### src/rtl/uart_rx_vote.sv
// Majority-voting UART receiver: 2-flop synchroniser, start-bit qualification,
// 2-of-3 vote around mid-bit, framing check. Optional even parity: UART_RX_PARITY_EN.
module uart_rx_vote #(
  parameter int CLKS_PER_BIT = 87
) (
  input  logic       i_Clock,
  input  logic       i_Rst_n,
  input  logic       rx_serial_input,
  output logic [7:0] rx_output,
  output logic       rx_data_valid,
  output logic       rx_frame_error,
  output logic       rx_parity_error,
  output logic       rx_busy
);

  localparam int MID = (CLKS_PER_BIT - 1) / 2;
  localparam logic [15:0] CNT_LAST = 16'(CLKS_PER_BIT - 1);
  localparam logic [15:0] SAMP0_AT = 16'(MID - 1);
  localparam logic [15:0] SAMP1_AT = 16'(MID);
  localparam logic [15:0] VOTE_AT  = 16'(MID + 1);

`ifdef UART_RX_PARITY_EN
  typedef enum logic [2:0] {IDLE, START, DATA, PARITY, STOP, BRK} state_e;
`else
  typedef enum logic [2:0] {IDLE, START, DATA, STOP, BRK} state_e;
`endif

  state_e      state_q, state_d;
  logic        sync1_q, sync2_q;
  logic [15:0] cnt_q, cnt_d;
  logic [2:0]  idx_q, idx_d;
  logic [7:0]  shift_q, shift_d;
  logic [1:0]  samp_q, samp_d;
  logic [7:0]  out_q, out_d;
  logic        valid_q, valid_d;
  logic        ferr_q, ferr_d;
  logic        s, vote, at_vote, cnt_wrap;

  assign s        = sync2_q;
  assign vote     = (samp_q[0] & samp_q[1]) | (samp_q[0] & s) | (samp_q[1] & s);
  assign at_vote  = (cnt_q == VOTE_AT);
  assign cnt_wrap = (cnt_q == CNT_LAST);

`ifdef UART_RX_PARITY_EN
  logic perr_q, perr_d;
  logic par_bad_q, par_bad_d;
`endif

  always_ff @(posedge i_Clock or negedge i_Rst_n) begin
    if (!i_Rst_n) begin
      sync1_q   <= 1'b1;
      sync2_q   <= 1'b1;
      state_q   <= IDLE;
      cnt_q     <= '0;
      idx_q     <= '0;
      shift_q   <= '0;
      samp_q    <= '0;
      out_q     <= '0;
      valid_q   <= 1'b0;
      ferr_q    <= 1'b0;
`ifdef UART_RX_PARITY_EN
      perr_q    <= 1'b0;
      par_bad_q <= 1'b0;
`endif
    end else begin
      sync1_q   <= rx_serial_input;
      sync2_q   <= sync1_q;
      state_q   <= state_d;
      cnt_q     <= cnt_d;
      idx_q     <= idx_d;
      shift_q   <= shift_d;
      samp_q    <= samp_d;
      out_q     <= out_d;
      valid_q   <= valid_d;
      ferr_q    <= ferr_d;
`ifdef UART_RX_PARITY_EN
      perr_q    <= perr_d;
      par_bad_q <= par_bad_d;
`endif
    end
  end

  always_comb begin
    state_d   = state_q;
    cnt_d     = cnt_q;
    idx_d     = idx_q;
    shift_d   = shift_q;
    samp_d    = samp_q;
    out_d     = out_q;
    valid_d   = 1'b0;
    ferr_d    = 1'b0;
`ifdef UART_RX_PARITY_EN
    perr_d    = 1'b0;
    par_bad_d = par_bad_q;
`endif

    // Bit-phase counting and the two early samples are common to all in-frame states.
    if (state_q != IDLE && state_q != BRK) begin
      cnt_d = cnt_wrap ? 16'd0 : cnt_q + 16'd1;
      if (cnt_q == SAMP0_AT) samp_d[0] = s;
      if (cnt_q == SAMP1_AT) samp_d[1] = s;
    end

    case (state_q)
      IDLE: begin
        cnt_d = '0;
        if (!s) state_d = START;
      end
      START: begin
        if (at_vote && vote) begin
          state_d = IDLE;
          cnt_d   = '0;
        end else if (cnt_wrap) begin
          state_d = DATA;
          idx_d   = '0;
        end
      end
      DATA: begin
        if (at_vote) shift_d[idx_q] = vote;
        if (cnt_wrap) begin
          if (idx_q == 3'd7) begin
`ifdef UART_RX_PARITY_EN
            state_d = PARITY;
`else
            state_d = STOP;
`endif
          end else begin
            idx_d = idx_q + 3'd1;
          end
        end
      end
`ifdef UART_RX_PARITY_EN
      PARITY: begin
        if (at_vote) par_bad_d = vote ^ (^shift_q);
        if (cnt_wrap) state_d = STOP;
      end
`endif
      STOP: begin
        // Decide at mid stop bit so a following start edge is never missed.
        if (at_vote) begin
          cnt_d = '0;
          if (vote) begin
            state_d = IDLE;
`ifdef UART_RX_PARITY_EN
            if (par_bad_q) begin
              perr_d = 1'b1;
            end else begin
              out_d   = shift_q;
              valid_d = 1'b1;
            end
`else
            out_d   = shift_q;
            valid_d = 1'b1;
`endif
          end else begin
            state_d = BRK;
            ferr_d  = 1'b1;
`ifdef UART_RX_PARITY_EN
            perr_d  = par_bad_q;
`endif
          end
        end
      end
      BRK: begin
        cnt_d = '0;
        if (s) state_d = IDLE;
      end
      default: begin
        state_d = IDLE;
        cnt_d   = '0;
      end
    endcase
  end

  assign rx_output      = out_q;
  assign rx_data_valid  = valid_q;
  assign rx_frame_error = ferr_q;
  assign rx_busy        = (state_q != IDLE);
`ifdef UART_RX_PARITY_EN
  assign rx_parity_error = perr_q;
`else
  assign rx_parity_error = 1'b0;
`endif

endmodule

### config.mk
export PLATFORM = sky130hd
export DESIGN_NAME = uart_rx_vote
export DESIGN_NICKNAME = d
export VERILOG_FILES = /design/src/rtl/uart_rx_vote.sv
export SDC_FILE = /design/constraint.sdc
export NUM_CORES = 1
export LEC_CHECK = 0
export ABC_AREA = 1
export BUFFER_PORTS_ARGS = -buffer_cell sky130_fd_sc_hd__clkbuf_2
export CAP_MARGIN = 0
export CORE_AREA = 3 3 64 95
export DETAILED_ROUTE_END_ITERATION = 16
export DIE_AREA = 0 0 67 98
export GPL_TIMING_DRIVEN = 0
export SLEW_MARGIN = 10
export SYNTH_ARGS = -nofsm -noshare
export SYNTH_HDL_FRONTEND = slang
export SYNTH_SLANG_ARGS = --single-unit
### constraint.sdc
create_clock -name i_Clock -period 1.6 [get_ports i_Clock]
set_clock_uncertainty 0.2 [all_clocks]
set_input_delay 0.24 -clock i_Clock [delete_from_list [all_inputs] [get_ports i_Clock]]
set_output_delay 0.24 -clock i_Clock [all_outputs]
set_load 0.02 [all_outputs]
==> results of run 1 <==
[sequential cells by signal, indices dropped and copies added, names as in the netlist]
name,flops
shift_q,8
samp_q,2
cnt_q,16
idx_q,3
sync1_q,1
s,1
rx_data_valid,1
rx_output,8
rx_frame_error,1
state_q,3
[cells in the mapped netlist, drive strengths merged]
cell,n
nand2,89
nor2,44
dfrtp,42
inv,32
nand3,26
o21ai,14
nor3,10
xor2,9
ha,6
buf,3
nand4,3
xnor2,3
dfstp,2
a21oi,1
and3,1
clkinv,1
conb,1
nand3b,1
[worst max path at each step]
stage	end	cells after the start
detailed placement	cnt_q[9]$_DFF_PN0_	10
global route	state_q[0]$_DFFE_PN0P_	10
finish	cnt_q[4]$_DFF_PN0_	10
floorplan	cnt_q[9]$_DFF_PN0_	10
global placement	cnt_q[0]$_DFF_PN0_	8
CTS	cnt_q[4]$_DFF_PN0_	9
[cell type report]
class	count	area, µm²
Fill cell	537	2355
Multi-Input combinational cell	209	1236
Sequential cell	44	1112
Timing Repair Buffer	30	209.0
Inverter	33	135.1
Tap cell	68	85.08
Clock buffer	5	68.82
Clock inverter	3	46.29
Buffer	3	32.53
Timing Repair inverter	1	5.005
[cell families after synthesis]
logic type / after synthesis / share of synthesized area (%)
adder cells (fa/ha/maj): 6 / 3.183
AO/OA/AOI/OAI: 15 / 3.501
other: 1 / 0.1590
AND/OR/NAND/NOR: 174 / 35.23
flip-flops: 44 / 46.79
buffers and inverters: 36 / 6.684
XOR/XNOR: 12 / 4.457
[timing repair]
item / CTS / global route
endpoints found under the hold margin: 43 / 0
pin swaps: 2 / 9
hold buffers: 1 / 0
buffers inserted: 10 / 6
setup endpoints to repair: 40 / 42
gates cloned: 0 / 2
gates resized for setup: 23 / 24
[report_power, final]
part | internal, mW | switching, mW
clock network | 0.470 | 0.397
registers | 1.18 | 0.0966
logic | 0.536 | 0.750
total | 2.19 | 1.24
[metal layers]
metal,wire (µm),vias to the layer above,part of all wire (%),global-route usage (%)
li1,-,973,-,-
met1,1941,904,41,16.57
met2,2686,16,57,27.65
met3,88,2,1.9,2.417
met4,30,0,0.63,4.688
met5,0,-,0,0
[stage by stage]
stage / utilization, % / power [mW] / worst slack, ns / hold slack [ns] / TNS [ns]
after global placement: 47.66 / 2.239 / -0.2335 / 0.1276 / -5.505
final: 55.45 / 3.435 / -0.1827 / -0.08042 / -4.498
after CTS: 52.96 / 3.332 / -0.1540 / -0.03141 / -4.195
after floorplan: - / 2.033 / -0.07208 / -0.2556 / -0.7068
after global routing: 55.45 / 3.649 / -0.2589 / 0.01433 / -8.459
after detailed placement: 47.66 / 2.239 / -0.2490 / 0.1319 / -6.585
[worst max-delay path: stages, from the launching register on]
cell and delay [ns]:
dfrtp_2 0.44, inv_2 0.08, ha_4 0.13, nand3_4 0.06, nor2_4 0.16, nand3_2 0.11
nand2_2 0.09, nand3_2 0.08, nand2_4 0.12, buf_12 0.15, nor2_2 0.04
==> impl_metrics.toml, run 1 <==
[critical_path]
cp-start-kind = "flop"
reg2reg_slack_ns = -0.18
cp-startpoint = "cnt_q[0]$_DFF_PN0_"
cp-end-kind = "flop"
arrival_ns = 1.77
regToRegStartpoint = "cnt_q[0]$_DFF_PN0_"
worst-setup-path-type = "reg2reg"
path_max_fanout = 10
r2r_cells = 10
required_ns = 1.58
rr_endpoint = "cnt_q[4]$_DFF_PN0_"

[final_layout]
final_nets = 336
final_area_um2 = 2930
layout.cells.non_filler = 396
diodes = 0
syn_to_final_growth_pct = 24.24
drive_gt1_share_pct = 33.23
layout_commonest_cell = "nand2_1"
layout_common_cells = "79 x nand2_1, 35 x dfrtp_1, 25 x inv_1"

[die]
dieArea_um2 = 6566
die_h_um = 98
rows = 32
die_width_um = 67
io_pins = 15
core_area_um2 = 5285
start_util_pct = 44.63

[clock_network]
insertion_delay_ns = 0.30
root_buffer = "clkbuf_8"
clk_pin_slew_worst_paths_ns = 0.09
numCtsBuffers = 5
cts.sink_count = 44
cts_tree = "done"
htreeDepth = 2
clockBufferDepth = 2

[grt]
grt_max_degree = 45
grt_pass1_vias = 1844
antenna_found_initial = 0
grt_pass1_wl_mm = 7.838
grt_overflow_total = 0
grt_util_all_layers_pct = 14.89

[drt]
wl_per_cell_um = 11.98
finalWirelength_mm = 4.746
drtIter0Drc = 75
dr.pass1.iters = 4
drtAntennaViolNets = 0
vias_per_cell = 4.785
drc = 0
via_count = 1895

[timing]
finalCritPeriodShare_pct = 111.4
hold_viol_final = 42
drv_slew = 0
worst_slew_pin_slew_ns = 1.062
fin_hold_ws_ns = -0.08042
rsz0062_at_grt = "yes"
setup_viol = 41
min_period_ns = 1.783
fmax_mhz = 560.9
maxSlewHeadroom_pct = 29.21
fin_ws_ns = -0.1827

[synth]
ys_seq_area_share_pct = 46.79
yosys_register_bits = 44
syn_avg_cell_area_um2 = 8.189
synthTopCellsByArea = "dfrtp_1 45%, nand2_1 14%, nand3_1 5.1%"
ys_warn_count = 0
synth_nets = 297
synth_top_area_cell = "dfrtp_1"
post_synth_num_cell_types = 31
synth_area_um2 = 2359
synthCells = 288
synth_top_area_share_pct = 44.56

[placement]
post-dp-hpwl_mm = 3.163
placed_area_um2 = 2519
gp_congestion = 0.8266
dp.cells = 369
portBuffers = 13

[status]
status = "finished with violations"
violations = "negative hold slack, negative setup slack"

[run]
maxCapViolations = 0

[hold_path]
min_path_type = "in2async"

[power_and_ir_drop]
power_density_nw_per_um2 = 1172
leakage_nw = 1.340
ir_drop_uv = 913.8
Power figures use the tool's default switching activity.
==> run 2: changes to the inputs <==
--- a/config.mk
+++ b/config.mk
@@ -12,6 +12,7 @@
 export DETAILED_ROUTE_END_ITERATION = 16
 export DIE_AREA = 0 0 67 98
 export GPL_TIMING_DRIVEN = 0
+export SETUP_SLACK_MARGIN = 0.5
 export SLEW_MARGIN = 10
 export SYNTH_ARGS = -nofsm -noshare
 export SYNTH_HDL_FRONTEND = slang
==> run 2 against run 1 <==
The run still ends with negative hold slack, negative setup slack left. Highest routed layer unchanged. Largest cell class unchanged. Hold slack lost 0.16 ns. Routed wire length is 7.6% higher. Combinational power increased by 27%. Sequential share of layout area down 2.9 points. Design area increased by 8.3%. Sequential power hardly changed.
==> impl_metrics.toml, run 2 (synthesis gave the netlist of run 1 again) <==
[status]
status = "finished with violations"
violations = "negative hold slack, negative setup slack"

[critical_path]
cp_num_buf_inv = 3
cp-end-kind = "flop"
worst-setup-path-type = "reg2reg"
cpLargestDelayFamily = "simple AND/OR/NAND/NOR gates"
cp-startpoint = "cnt_q[0]$_DFF_PN0_"
arrival_ns = 1.78
slowest_stage = "dfrtp_1"
cp_common_cell = "nand2_4"
slowest_delay_ns = 0.41
reg2reg_slack_ns = -0.19
required_ns = 1.59
crit_chain = "inv_2, ha_4, nand3_4, nor2_4, nand2_4, nand2_4, nand3_2, nand2_4, buf_6, buf_12, nor2_2"
cp-start-kind = "flop"
path_max_fanout = 5
regToRegStartpoint = "cnt_q[0]$_DFF_PN0_"

[power_and_ir_drop]
swShare_pct = 37.12
p_int_mw = 2.273
pwr-share-comb_pct = 45.3
power.share.sequential_pct = 34.9
p_clk_share_pct = 19.7
power_mw = 3.614
ir_drop_uv = 741.3
p_switching_mw = 1.341
power_density_nw_per_um2 = 1139
leakage_nw = 1.480

[drt]
vias_per_cell = 4.764
via_count = 1977
finalWirelength_mm = 5.105
wl_per_cell_um = 12.30
drtAntennaViolNets = 0
dr.pass1.iters = 4
drtIter0Drc = 88
drc = 0

[grt]
grt_max_degree = 45
grt_util_all_layers_pct = 17.11
grt_overflow_total = 0
grt_pass1_vias = 1947
antenna_found_initial = 0
grt_pass1_wl_mm = 8.625

[timing]
fin_hold_ws_ns = -0.2383
maxSlewHeadroom_pct = 60.04
fin_ws_ns = -0.1899
min_period_ns = 1.790
fmax_mhz = 558.7
rsz0062_at_grt = "yes"
finalCritPeriodShare_pct = 111.9
worst_slew_pin_slew_ns = 0.5995
setup_viol = 34
hold_viol_final = 42
drv_slew = 0

[final_layout]
regMostFlops = "cnt_q"
diodes = 0
final_nets = 355
layout_commonest_cell = "nand2_1"
seqCellArea_um2 = 1112
layout.cells.non_filler = 415
layout_common_cells = "79 x nand2_1, 35 x dfrtp_1, 30 x buf_4"
drive_gt1_share_pct = 37.46
nFillCells = 489
largest_reg_flops = 16
syn_to_final_growth_pct = 34.59
multiInputGateArea_um2 = 1215

[clock_network]
clk_pin_slew_worst_paths_ns = 0.09
root_buffer = "clkbuf_8"
clockBufferDepth = 2
cts_tree = "done"
cts.sink_count = 44
numCtsBuffers = 5
insertion_delay_ns = 0.30
htreeDepth = 2
cts-hold-fix-buffers = 1

[die]
core_area_um2 = 5285
die_h_um = 98
io_pins = 15
start_util_pct = 44.63
dieArea_um2 = 6566
die_width_um = 67
rows = 32

[run]
maxCapViolations = 0

[hold_path]
min_path_type = "in2async"

[placement]
gp_congestion = 0.7805
dp.cells = 369
post-dp-hpwl_mm = 3.286
portBuffers = 13
run 2: cell count changes in the layout (fill, tap and decap cells not counted), moves of 2 or more:
cell | previous run | this run
nor2_1 | 22 | 18
clkbuf_2 | 12 | 2
o21ai_1 | 6 | 3
nor2_2 | 17 | 22
o21ai_0 | 7 | 9
nand3_2 | 7 | 3
buf_4 | 15 | 30
buf_12 | 1 | 3
clkbuf_8 | 5 | 15
nand3_1 | 18 | 21
run 2: worst paths after layout:
check                                      endpoint  cells after the start
max                              cnt_q[2]$_DFF_PN0_                     11
max in group asynchronous    state_q[2]$_DFFE_PN0P_                      1
min in group i_Clock                    s$_DFF_PN1_                      0
max reg2reg                      cnt_q[2]$_DFF_PN0_                     11
min reg2reg                             s$_DFF_PN1_                      0
min                        rx_output[3]$_DFFE_PN0P_                      1
run 2: power groups by stage:
stage	Clock [mW]	Combinational (mW)	Sequential, mW
4_1_cts	0.745	1.62	1.26
5_1_grt	0.794	1.77	1.28
3_3_place_gp	0	1.00	1.29
3_5_place_dp	0	1.00	1.29
2_1_floorplan	0	0.802	1.27
6_report	0.714	1.64	1.26
run 2: per-stage QoR:
stage               TNS [ns]  setup WS [ns]  utilization, %  instance area, µm²  hold WS, ns
CTS                   -3.819        -0.1715           58.19                3075      -0.2283
finish                -4.325        -0.1899           60.06                3174      -0.2383
detailed placement    -5.755        -0.2430           48.37                2556       0.1487
global route          -8.334        -0.2933           60.06                3174      -0.2028
global placement      -5.699        -0.2493           48.37                2556       0.1275
floorplan            -0.6859       -0.06971               -                2406      -0.2556
run 2: layer usage:
layer	vias up	track usage [%]	part of all wire, %
li1	1014	-	-
met1	924	17.38	39
met2	27	31.74	55
met3	12	3.337	2.1
met4	0	8.281	3.2
met5	-	0	0
run 2: repair_timing:
action	CTS	global route
gates cloned	1	1
pin swaps	12	11
setup buffers	26	9
setup endpoints to repair	54	53
endpoints found under the hold margin	43	42
gates resized for setup	47	10
run 2: area by class of cell:
| type | count | area share (%) |
|---|---|---|
| repair buffers | 50 | 15.61 |
| multi-input cells | 208 | 38.27 |
| well taps | 68 | 2.680 |
| repair inverters | 1 | 0.1577 |
| clock inverters | 3 | 0.7489 |
| clock buffers | 5 | 2.168 |
| plain buffers | 3 | 1.025 |
| flip-flops and latches | 44 | 35.04 |
| inverters | 33 | 4.296 |
==> run 3: changes to the inputs <==
--- a/config.mk
+++ b/config.mk
@@ -17,3 +17,4 @@
 export SYNTH_ARGS = -nofsm -noshare
 export SYNTH_HDL_FRONTEND = slang
 export SYNTH_SLANG_ARGS = --single-unit
+export TNS_END_PERCENT = 30
==> constraint.sdc (replaced) <==
create_clock -name i_Clock -period 1.6 [get_ports i_Clock]
set_clock_uncertainty 0.2 [all_clocks]
set_input_delay 0.24 -clock i_Clock [delete_from_list [all_inputs] [get_ports i_Clock]]
set_output_delay 0.24 -clock i_Clock [all_outputs]
set_load 0.1 [all_outputs]
==> run 3 against run 2 <==
The run still ends with negative hold slack, negative setup slack left. Largest power group unchanged. Utilization increased by 1.5 points. Sequential share of layout area decreased by 0.82 points. Critical path type unchanged. Combinational power increased by 16%.
==> impl_metrics.toml, run 3 (synthesis gave the netlist of run 1 again) <==
[status]
status = "finished with violations"
violations = "negative hold slack, negative setup slack"

[placement]
gp_congestion = 0.8293
portBuffers = 13
dp_slack_ns = -0.2444
post-dp-hpwl_mm = 3.156
placed_area_um2 = 2545

[critical_path]
path_max_fanout = 6
worst-setup-path-type = "reg2reg"
r2r_cells = 11
slowest_delay_ns = 0.44
arrival_ns = 1.81
cp-end-kind = "flop"
slowest_stage = "dfrtp_2"
required_ns = 1.59
cpLargestDelayFamily = "simple AND/OR/NAND/NOR gates"
cp-start-kind = "flop"
crit_chain = "buf_4, inv_2, nor2_1, nand2_1, nor2_2, nand2_1, and3_4, nand2_4, buf_6, buf_12, nor2_2"
worst-path-stages = 11
cp_num_buf_inv = 4

[final_layout]
diodes = 0
fin_util_pct = 61.58
largest_reg_flops = 16
syn_to_final_growth_pct = 37.98
drive_gt1_share_pct = 35.42
final_nets = 344
final_area_um2 = 3254
layout_common_cells = "79 x nand2_1, 34 x dfrtp_1, 25 x inv_1"
layout_commonest_cell = "nand2_1"
nFillCells = 476
regMostFlops = "cnt_q"

[run]
maxCapViolations = 0

[timing]
worst_slew_pin_slew_ns = 0.6020
maxSlewHeadroom_pct = 59.87
rsz0062_at_grt = "yes"
min_period_ns = 1.818
fin_ws_ns = -0.2180
finalCritPeriodShare_pct = 113.6
fin_hold_ws_ns = -0.2301
fmax_mhz = 550.0
drv_slew = 0
hold_viol_final = 42
setup_viol = 35

[die]
die_h_um = 98
start_util_pct = 44.63
dieArea_um2 = 6566
io_pins = 15
die_width_um = 67
rows = 32
core_area_um2 = 5285

[clock_network]
root_buffer = "clkbuf_8"
htreeDepth = 2
cts_tree = "done"
numCtsBuffers = 5
clockBufferDepth = 2
insertion_delay_ns = 0.29
cts-hold-fix-buffers = 1
clk_pin_slew_worst_paths_ns = 0.09
cts.sink_count = 44

[drt]
drtAntennaViolNets = 0
via_count = 1911
dr.pass1.iters = 4
drc = 0
wl_per_cell_um = 12.27
finalWirelength_mm = 4.956
vias_per_cell = 4.730
drtIter0Drc = 88

[grt]
grt_max_degree = 45
grt_overflow_total = 0
grt_util_all_layers_pct = 17.31
grt_pass1_wl_mm = 8.907
grt_pass1_vias = 1990
antenna_found_initial = 0

[power_and_ir_drop]
leakage_nw = 1.461
power_density_nw_per_um2 = 1237
power_mw = 4.027
ir_drop_uv = 867.9

[hold_path]
min_path_type = "in2async"
[run 3: changes by cell type in the layout (fill, tap and decap cells not counted), sizes merged]
cell and delta:
bufinv +1, buf -10, clkinv -1, clkinvlp -1
[run 3: where the power goes]
| part | switching [mW] | total [mW] | internal, mW |
|---|---|---|---|
| logic | 1.02 | 1.91 | 0.891 |
| registers | 0.0853 | 1.27 | 1.18 |
| clock network | 0.391 | 0.853 | 0.462 |
[run 3: path summary, 6_finish.rpt]
kind	from	endpoint	slack, ns
setup / recovery	cnt_q[4]$_DFF_PN0_	cnt_q[9]$_DFF_PN0_	-0.22
hold / removal	i_Rst_n	rx_output[1]$_DFFE_PN0P_	-0.23
setup reg to reg	cnt_q[4]$_DFF_PN0_	cnt_q[9]$_DFF_PN0_	-0.22
hold reg to reg	sync1_q$_DFF_PN1_	s$_DFF_PN1_	0.16
max in group asynchronous	i_Rst_n	cnt_q[2]$_DFF_PN0_	0.99
min in group i_Clock	sync1_q$_DFF_PN1_	s$_DFF_PN1_	0.16
[run 3: area by class of cell]
cell class / count / area, µm² / area share, %
well taps: 68 / 85.08 / 2.614
clock buffers: 5 / 68.82 / 2.115
clock inverters: 3 / 42.54 / 1.307
plain buffers: 3 / 32.53 / 0.9996
multi-input cells: 208 / 1234 / 37.91
flip-flops and latches: 44 / 1114 / 34.22
repair buffers: 40 / 544.3 / 16.72
inverters: 33 / 133.9 / 4.114
[run 3: worst reg2reg max path, cell delays in order (launching register included)]
cell and delay (ns):
dfrtp_2 0.44, buf_4 0.13, inv_2 0.03, nor2_1 0.09
nand2_1 0.08, nor2_2 0.12, nand2_1 0.08, and3_4 0.17
nand2_4 0.10, buf_6 0.12, buf_12 0.11, nor2_2 0.03
[run 3: per-layer routing]
metal  up-vias  track usage (%)  routed length, µm
met4         0            4.219                 53
met3         4            2.762                 90
met1       902            19.03               1921
li1        990                -                  -
met2        15            33.03               2892
met5         -                0                  0
[run 3: repair_timing]
action | CTS | global route
hold endpoints to repair | 43 | 42
endpoints found under the setup margin | 54 | 53
resized for setup | 61 | 18
pin swaps | 16 | 4
cloned | 1 | 0
buffers inserted | 21 | 4
[run 3: stage by stage]
step,hold WS [ns],instances,TNS (ns)
after global placement,0.1278,369,-5.327
final,-0.2301,404,-4.613
after detailed placement,0.1296,369,-5.949
after global routing,-0.1896,404,-9.372
after CTS,-0.2109,400,-4.172
after floorplan,-0.2556,288,-0.7079
